`src/rtl/t5_lsu_if.sv`:
```
// Data-bus interface between the t5 load/store stage (master) and memory (slave).
// stb/cyc carry the request; the request fields stay stable until the slave's ack.
interface t5_lsu_if #(
    parameter int XLEN = 32
);
    logic [XLEN-1:0] dwb_adr;
    logic [XLEN-1:0] dwb_dat_o;
    logic [XLEN-1:0] dwb_dat_i;
    logic [3:0]      dwb_sel;
    logic            dwb_we;
    logic            dwb_stb;
    logic            dwb_cyc;
    logic            dwb_ack;

    modport master (
        output dwb_adr, dwb_dat_o, dwb_sel, dwb_we, dwb_stb, dwb_cyc,
        input  dwb_dat_i, dwb_ack
    );

    modport slave (
        input  dwb_adr, dwb_dat_o, dwb_sel, dwb_we, dwb_stb, dwb_cyc,
        output dwb_dat_i, dwb_ack
    );
endinterface

```
`src/rtl/t5_lsu.sv`:
```
// t5 memory-access stage: one bus transaction per load/store, aligned and extended
// load result, stall while a transaction is outstanding.
module t5_lsu #(
    parameter int XLEN = 32
) (
    input  logic            sclk,
    input  logic            srst_n,
    input  logic            sena,
    input  logic [6:2]      xopc,
    input  logic [14:12]    xfn3,
    input  logic [XLEN-1:0] xbpc,
    input  logic [XLEN-1:0] xdat,
    t5_lsu_if.master        dwb,
    output logic            dstl,
    output logic [XLEN-1:0] mdat,
    output logic [6:2]      mopc,
    output logic [14:12]    mfn3,
    output logic            mexc,
    output logic            dbg_state
);
    localparam logic [6:2] OP_LOAD  = 5'h00;
    localparam logic [6:2] OP_STORE = 5'h08;
    localparam logic [6:2] OP_RST   = 5'h0D;

    typedef enum logic {IDLE = 1'b0, BUSY = 1'b1} state_e;

    state_e          state_q, state_d;
    logic [XLEN-1:0] adr_q, adr_d;
    logic [XLEN-1:0] dat_o_q, dat_o_d;
    logic [XLEN-1:0] mdat_q, mdat_d;
    logic [1:0]      lo_q, lo_d;
    logic [3:0]      sel_q, sel_d;
    logic            we_q, we_d;
    logic            stb_q, stb_d;
    logic            mexc_q, mexc_d;
    logic [6:2]      mopc_q, mopc_d;
    logic [14:12]    mfn3_q, mfn3_d;

    logic            is_load, is_store, fn3_ok, misaligned, capture;
    logic [3:0]      sel_new;
    logic [7:0]      ld_byte;
    logic [15:0]     ld_half;
    logic [XLEN-1:0] ld_val;

    // Decode of the execute-stage op being offered for capture.
    always_comb begin
        is_load  = (xopc == OP_LOAD);
        is_store = (xopc == OP_STORE);
        fn3_ok   = 1'b0;
        case (xfn3)
            3'b000, 3'b001, 3'b010: fn3_ok = is_load | is_store;
            3'b100, 3'b101:         fn3_ok = is_load;
            default:                fn3_ok = 1'b0;
        endcase
        misaligned = ((xfn3[13:12] == 2'b01) && xbpc[0]) ||
                     ((xfn3[13:12] == 2'b10) && (xbpc[1:0] != 2'b00));
        case (xfn3[13:12])
            2'b00:   sel_new = 4'b0001 << xbpc[1:0];
            2'b01:   sel_new = xbpc[1] ? 4'b1100 : 4'b0011;
            default: sel_new = 4'b1111;
        endcase
        // The ack edge frees the stage, so a new op may be taken there too.
        capture = sena & ((state_q == IDLE) | dwb.dwb_ack);
    end

    // Lane extraction uses the low address bits kept aside from the aligned bus address.
    always_comb begin
        case (lo_q)
            2'd0:    ld_byte = dwb.dwb_dat_i[7:0];
            2'd1:    ld_byte = dwb.dwb_dat_i[15:8];
            2'd2:    ld_byte = dwb.dwb_dat_i[23:16];
            default: ld_byte = dwb.dwb_dat_i[31:24];
        endcase
        ld_half = lo_q[1] ? dwb.dwb_dat_i[31:16] : dwb.dwb_dat_i[15:0];
        case (mfn3_q)
            3'b000:  ld_val = {{(XLEN-8){ld_byte[7]}}, ld_byte};
            3'b100:  ld_val = {{(XLEN-8){1'b0}}, ld_byte};
            3'b001:  ld_val = {{(XLEN-16){ld_half[15]}}, ld_half};
            3'b101:  ld_val = {{(XLEN-16){1'b0}}, ld_half};
            default: ld_val = dwb.dwb_dat_i;
        endcase
    end

    always_comb begin
        state_d = state_q;
        adr_d   = adr_q;
        dat_o_d = dat_o_q;
        mdat_d  = mdat_q;
        lo_d    = lo_q;
        sel_d   = sel_q;
        we_d    = we_q;
        stb_d   = stb_q;
        mopc_d  = mopc_q;
        mfn3_d  = mfn3_q;
        mexc_d  = 1'b0;

        if ((state_q == BUSY) && dwb.dwb_ack) begin
            state_d = IDLE;
            stb_d   = 1'b0;
            sel_d   = 4'b0000;
            if (!we_q) begin
                mdat_d = ld_val;
            end
        end

        if (capture) begin
            mopc_d = xopc;
            mfn3_d = xfn3;
            if (is_load || is_store) begin
                if (!fn3_ok || misaligned) begin
                    mexc_d = 1'b1;
                end else begin
                    state_d = BUSY;
                    stb_d   = 1'b1;
                    adr_d   = {xbpc[XLEN-1:2], 2'b00};
                    lo_d    = xbpc[1:0];
                    we_d    = is_store;
                    dat_o_d = xdat;
                    sel_d   = sel_new;
                end
            end
        end
    end

    always_ff @(posedge sclk or negedge srst_n) begin
        if (!srst_n) begin
            state_q <= IDLE;
            adr_q   <= '0;
            dat_o_q <= '0;
            mdat_q  <= '0;
            lo_q    <= 2'b00;
            sel_q   <= 4'b0000;
            we_q    <= 1'b0;
            stb_q   <= 1'b0;
            mexc_q  <= 1'b0;
            mopc_q  <= OP_RST;
            mfn3_q  <= 3'b000;
        end else begin
            state_q <= state_d;
            adr_q   <= adr_d;
            dat_o_q <= dat_o_d;
            mdat_q  <= mdat_d;
            lo_q    <= lo_d;
            sel_q   <= sel_d;
            we_q    <= we_d;
            stb_q   <= stb_d;
            mexc_q  <= mexc_d;
            mopc_q  <= mopc_d;
            mfn3_q  <= mfn3_d;
        end
    end

    assign dwb.dwb_adr   = adr_q;
    assign dwb.dwb_dat_o = dat_o_q;
    assign dwb.dwb_sel   = sel_q;
    assign dwb.dwb_we    = we_q;
    assign dwb.dwb_stb   = stb_q;
    assign dwb.dwb_cyc   = stb_q;
    assign dstl          = stb_q & ~dwb.dwb_ack;
    assign mdat          = mdat_q;
    assign mopc          = mopc_q;
    assign mfn3          = mfn3_q;
    assign mexc          = mexc_q;
    assign dbg_state     = state_q;
endmodule

```
`src/flat_wrapper.sv`:
```
// flat-port wrapper written by rule: the top's interface ports become plain ports
module t5_lsu_flat 
#(
    parameter int XLEN = 32
)
  (sclk, srst_n, sena, xopc, xfn3, xbpc, xdat, dstl, mdat, mopc, mfn3, mexc, dbg_state, dwb_dwb_adr, dwb_dwb_dat_o, dwb_dwb_sel, dwb_dwb_we, dwb_dwb_stb, dwb_dwb_cyc, dwb_dwb_dat_i, dwb_dwb_ack);
  t5_lsu_if #(.XLEN(XLEN)) dwb_i ();
  input  logic sclk;
  input  logic srst_n;
  input  logic sena;
  input  logic [6:2] xopc;
  input  logic [14:12] xfn3;
  input  logic [XLEN-1:0] xbpc;
  input  logic [XLEN-1:0] xdat;
  output logic dstl;
  output logic [XLEN-1:0] mdat;
  output logic [6:2] mopc;
  output logic [14:12] mfn3;
  output logic mexc;
  output logic dbg_state;
  output wire logic [$bits(dwb_i.dwb_adr)-1:0] dwb_dwb_adr;
  output wire logic [$bits(dwb_i.dwb_dat_o)-1:0] dwb_dwb_dat_o;
  output wire logic [$bits(dwb_i.dwb_sel)-1:0] dwb_dwb_sel;
  output wire logic [$bits(dwb_i.dwb_we)-1:0] dwb_dwb_we;
  output wire logic [$bits(dwb_i.dwb_stb)-1:0] dwb_dwb_stb;
  output wire logic [$bits(dwb_i.dwb_cyc)-1:0] dwb_dwb_cyc;
  input wire logic [$bits(dwb_i.dwb_dat_i)-1:0] dwb_dwb_dat_i;
  input wire logic [$bits(dwb_i.dwb_ack)-1:0] dwb_dwb_ack;
  assign dwb_dwb_adr = dwb_i.dwb_adr;
  assign dwb_dwb_dat_o = dwb_i.dwb_dat_o;
  assign dwb_dwb_sel = dwb_i.dwb_sel;
  assign dwb_dwb_we = dwb_i.dwb_we;
  assign dwb_dwb_stb = dwb_i.dwb_stb;
  assign dwb_dwb_cyc = dwb_i.dwb_cyc;
  assign dwb_i.dwb_dat_i = dwb_dwb_dat_i;
  assign dwb_i.dwb_ack = dwb_dwb_ack;
  t5_lsu #(.XLEN(XLEN)) u_core (.sclk(sclk), .srst_n(srst_n), .sena(sena), .xopc(xopc), .xfn3(xfn3), .xbpc(xbpc), .xdat(xdat), .dwb(dwb_i), .dstl(dstl), .mdat(mdat), .mopc(mopc), .mfn3(mfn3), .mexc(mexc), .dbg_state(dbg_state));
endmodule
```
`config.mk`:
```
export PLATFORM = sky130hd
export DESIGN_NAME = t5_lsu_flat
export DESIGN_NICKNAME = d
export VERILOG_FILES = /design/src/rtl/t5_lsu_if.sv /design/src/rtl/t5_lsu.sv /design/src/flat_wrapper.sv
export SDC_FILE = /design/constraint.sdc
export NUM_CORES = 1
export LEC_CHECK = 0
export ABC_AREA = 1
export BUFFER_PORTS_ARGS = -buffer_cell sky130_fd_sc_hd__buf_4
export CAP_MARGIN = 20
export CORE_MARGIN = 1
export CORE_UTILIZATION = 49
export CTS_BUF_LIST = sky130_fd_sc_hd__clkbuf_8
export DETAILED_ROUTE_END_ITERATION = 8
export PLACE_DENSITY = 0.83
export SKIP_LAST_GASP = 1
export SYNTH_ARGS = -nofsm -noshare
export SYNTH_HDL_FRONTEND = slang
export SYNTH_SLANG_ARGS = --single-unit
```
`constraint.sdc`:
```
create_clock -name sclk -period 1.85 [get_ports sclk]
set_input_delay 0.37 -clock sclk [delete_from_list [all_inputs] [get_ports sclk]]
set_output_delay 0.37 -clock sclk [all_outputs]
set_load 0.02 [all_outputs]
```
-- Word-level counts from Yosys, hierarchy flattened
Cells that the tools add are included.
- eq/ne operators: 12
- shifts and indexed selects: 1
- mux-type cells: 21
- bitwise operators: 8
- reductions and logical operators: 17
- operator list (cell ; count):
    32-bit case mux with 4 select lines ; 1
    8-bit case mux with 3 select lines ; 1
    4-bit 2-to-1 mux ; 5
    16-bit 2-to-1 mux ; 1
    3-bit equality test, second input constant ; 4
    1-bit 2-to-1 mux ; 11
    4-bit case mux with 2 select lines ; 1
    3-bit by 1-bit equality test with 1-bit output, second input constant ; 2
    3-bit logical NOT ; 2
    5-bit by 4-bit equality test with 1-bit output, second input constant ; 1
    5-bit logical NOT ; 1
    2-bit by 1-bit equality test with 1-bit output, second input constant ; 2
    2-bit equality test, second input constant ; 2
    2-bit logical NOT ; 2
    1-bit inverter ; 4
    1-bit by 2-bit left shift with 4-bit output, first input constant ; 1
    3-bit by 2-bit equality test with 1-bit output, second input constant ; 1
    1-bit logical AND ; 3
    1-bit logical OR ; 3
    3-bit AND reduction ; 1
    3-bit OR reduction ; 1
    1-bit AND ; 2
    1-bit bitwise OR ; 2
    1-bit case mux with 2 select lines ; 1
    other kinds (4) ; 4
- bits in registers: 112
- output and inout bits: 114
- word-level logic and storage cells: 70

-- Depth between registers and ports, before layout
- depth after elaboration: 8
- depth in mapped cells: 10

-- Worst setup path after synthesis
OpenSTA, ideal clock, no wires.
- path type: register to register
- from: register u_core.mfn3_q, in the netlist u_core.mfn3[13]
- to: register u_core.mdat_q[25] (netlist: u_core.mdat[25])
- data arrival time: 1.337 ns
- required time: 1.728 ns
- slack: 0.391 ns
- stages on the path, launching flop included: 10
- path buffers: 2
- period minus slack after synthesis: 1.459 ns
- cell sequence: dfrtp_1 -> buf_2 -> clkinv_2 -> nand2_1 -> nor2_1 -> nand2_1 -> nand3_1 -> nand2_2 -> buf_6 -> a21oi_1
- cells in the longest elaborated chain, start to end: 2
- elaborated cells between the ends (all ways): 5
- classes of those cells: eq/ne (3); mux (1); reduce/logical (1)
- ends and longest elaborated chain (item ; line ; text):
    from (decl) ; t5_lsu.sv:37 ; logic [14:12] mfn3_q, mfn3_d;
    from (signal assigned) ; t5_lsu.sv:149 ; mfn3_q <= mfn3_d;
    3-bit equality test (tied with other cells) ; t5_lsu.sv:75 ; case (mfn3_q)
    32-bit case mux with 4 select lines * ; t5_lsu.sv:75 ;
    to (signal assigned) ; t5_lsu.sv:142 ; mdat_q <= mdat_d;
    to (decl) ; t5_lsu.sv:30 ; logic [XLEN-1:0] mdat_q, mdat_d;
Every way passes the cells marked *; elsewhere a longest branch is shown, timed or not.
A chain may end at the register's enable or synchronous reset.

-- Final worst setup path
- from: register u_core.mfn3_q, in the netlist u_core.mfn3[13]
- to: register u_core.mdat_q[8] (netlist: u_core.mdat[8])
Same word-level chain as after synthesis.

==> flow_summary.json <==
{
  "worstSetupEndpointType": "flop",
  "total_power_mw": 6.85,
  "use_met2": 0.458,
  "fin_worst_skew_ns": 0.00936,
  "grt_antenna_before_repair": 0,
  "placeableCoreArea_mm2": 0.00977,
  "setup_viol_count_final": 0,
  "critical_path_peak_fanout": 10,
  "cts_hold_buf": 1,
  "synth.ff_latch_count": 112,
  "h-tree-depth": 3,
  "maximum_number_of_pins_on_one_net_before_global_route_repair": 41,
  "grt_pass1_wl_mm": 22.3,
  "fmax_ghz": 0.617,
  "weighted_congestion_at_the_end_of_routability_driven_global_placement": 0.935,
  "worst_slew_pin_slew_ns": 0.552,
  "insertedDiodeCount": 0,
  "power.density_mw_per_mm2": 989,
  "ctsLongestPathBuffers": 2,
  "grt_util_met3": 0.0847,
  "finalInstanceArea_mm2": 0.00692,
  "inserted_clock_buffers": 9,
  "gr-usage-met1": 0.338,
  "drtAntennaViolNets": 0,
  "worstSetupPathType": "reg2reg",
  "final_min_period_over_clock_period": 0.876,
  "first_global_vias": 4701,
  "synth_top_cell_by_area": "sky130_fd_sc_hd__dfrtp_1",
  "final.hold.worst_slack_ns": 0.199,
  "die_w_um": 103,
  "worst_setup_path_start_kind": "flop",
  "synth_cells": 613,
  "tritoncts": "done",
  "post_cts.resized_instances": 0,
  "io_buffers": 219,
  "vias_per_cell": 4.99,
  "synth_area_mm2": 0.00496,
  "synthDominantCellAreaShare": 0.550,
  "die_area_mm2": 0.0105,
  "postLayoutSetupSlackWorst_ns": 0.228,
  "count_of_pins_over_their_slew_limit": 0,
  "drv.max_cap_violation_count": 0,
  "required_ns": 2.10,
  "stdcell_count": 963,
  "dpl-instance-area_mm2": 0.00673,
  "cp.arrival_ns": 1.87,
  "nets": 935,
  "detailedRoute.firstPassIterationCount": 4,
  "root_buffer": "sky130_fd_sc_hd__clkbuf_8",
  "minimum_clock_period_after_layout_ns": 1.62,
  "total_leakage_power_nw": 3.96,
  "first_iter_violations": 234,
  "timing_hold_violations_final": 0,
  "relSlewSlack": 0.632,
  "die_height_um": 103,
  "detailroute.via_count": 4805,
  "reg2reg_from": "u_core.mfn3[13]",
  "hold_startpoint": "xbpc[23]",
  "utilization": 0.708,
  "setup-tns-final_ns": 0,
  "avgRoutedWirePerCell_um": 14.8,
  "totalWireLength_mm": 14.3,
  "synthesis.yosys.warnings": 0,
  "worstHoldPathType": "in2reg",
  "ys_types": 21,
  "post-route-drc-count": 0,
  "cts.reportedPaths.clkPinSlew_ns": 0.10,
  "placement_rows": 36,
  "post-place-ws_ns": 0.204,
  "place_hpwl_mm": 10.9,
  "run_status": "completed",
  "initial_utilization": 0.507,
  "clk_latency_ns": 0.36,
  "grt_setup_unrepaired": "false",
  "placedCellCount": 948,
  "synthesis.area_per_instance_um2": 8.09,
  "gr-usage-all-layers": 0.279,
  "top_level_ports": 222,
  "power.ir.vdd_worst_uv": 584,
  "tritoncts_num_sinks": 112,
  "grt_overflow": 0,
  "synth.yosys.seq_area_share": 0.566,
  "syn_to_final_growth_pct": 39.5,
  "worst_setup_path_startpoint": "u_core.mfn3[13]",
  "cts_post_setup_buffers_inserted": 0,
  "drive_above_1_share": 0.312,
  "yosys-top-cells-area": "sky130_fd_sc_hd__dfrtp_1 (55%), sky130_fd_sc_hd__nand2_1 (23%), sky130_fd_sc_hd__a21oi_1 (5.5%), sky130_fd_sc_hd__nor2_1 (2.5%), sky130_fd_sc_hd__o21ai_0 (2.4%)",
  "busiest_layer": "met2"
}
-- critical path, stage by stage (launching register included) --
cell and delay, ns:
sky130_fd_sc_hd__dfrtp_1 0.51, sky130_fd_sc_hd__clkinv_2 0.22, sky130_fd_sc_hd__nand2_1 0.13, sky130_fd_sc_hd__nor2_1 0.05
sky130_fd_sc_hd__nand2_1 0.09, sky130_fd_sc_hd__nand2_1 0.07, sky130_fd_sc_hd__nand2_1 0.22, sky130_fd_sc_hd__nand2_1 0.09
sky130_fd_sc_hd__nand2_1 0.09, sky130_fd_sc_hd__nand2_1 0.05
-- cell usage after synthesis --
cell type,n
sky130_fd_sc_hd__clkbuf_1,8
sky130_fd_sc_hd__buf_2,8
sky130_fd_sc_hd__conb_1,1
sky130_fd_sc_hd__nor2_4,1
sky130_fd_sc_hd__inv_2,3
sky130_fd_sc_hd__nor2_8,1
sky130_fd_sc_hd__clkinv_2,1
sky130_fd_sc_hd__o21ai_0,24
sky130_fd_sc_hd__nand2_1,298
sky130_fd_sc_hd__nand2_2,3
sky130_fd_sc_hd__inv_1,28
sky130_fd_sc_hd__o211ai_1,5
sky130_fd_sc_hd__nor2_2,1
sky130_fd_sc_hd__dfstp_2,3
sky130_fd_sc_hd__a21oi_1,54
sky130_fd_sc_hd__dfrtp_1,109
sky130_fd_sc_hd__o21ai_1,1
sky130_fd_sc_hd__buf_4,8
sky130_fd_sc_hd__nand3_1,15
sky130_fd_sc_hd__nor2_1,33
sky130_fd_sc_hd__buf_6,8
-- layer usage --
metal,vias up,part of all wire,wire length (µm)
li1,2321,-,-
met1,2225,0.39,5550
met2,219,0.49,6940
met3,40,0.088,1250
met4,0,0.037,529
met5,-,0,0
-- power by group --
group,internal [mW],switching (mW)
combinational,0.971,1.27
sequential,2.89,0.298
clock,0.646,0.765
-- cell families after synthesis --
logic type,count (synthesis),share of synthesized area
buffers and inverters,64,0.0689
DFF,112,0.566
and+or+nand+nor,352,0.277
other,1,0.000756
AOI/OAI and AO/OA,84,0.0873
-- registers in the layout, summed over array words and instances (netlist names) --
| name | cells |
|---|---|
| u_core.dwb.dwb_cyc | 1 |
| u_core.mdat | 32 |
| u_core.dwb.dwb_adr | 30 |
| u_core.mexc | 1 |
| u_core.dwb.dwb_sel | 4 |
| u_core.dwb.dwb_dat_o | 32 |
| u_core.mfn3 | 3 |
| u_core.dbg_state | 1 |
| u_core.dwb.dwb_we | 1 |
| u_core.mopc | 5 |
| u_core.lo_q | 2 |
-- worst paths after layout --
kind | to | slack, ns | cells after the start
max | u_core.mdat[8] | 0.23 | 9
min | u_core.dwb.dwb_adr[23] | 0.20 | 3
max reg2reg | u_core.mdat[8] | 0.23 | 9
min reg2reg | u_core.mopc[2] | 0.48 | 2
max in group asynchronous | u_core.mdat[23] | 0.70 | 3
min in group asynchronous | u_core.mdat[30] | 0.53 | 2
-- cell usage in the layout, fill, tap and decap left out, drive strengths merged, types with 2 or more instances in the layout --
master and count:
nand2 301, buf 233, dfrtp 109, a21oi 54, nor2 36, inv 34, o21ai 25, nand3 15
clkbuf 10, o211ai 5, dfstp 3, conb 2
-- area by class of cell --
cell class	instances	area, µm²
repair buffers	234	1820
clock buffers	10	138
well taps	133	166
inverters	32	121
flip-flops and latches	112	2810
fillers	804	2860
multi-input cells	438	1820
clock inverters	4	46.3
No activity file was read; power rests on OpenSTA's default activity.
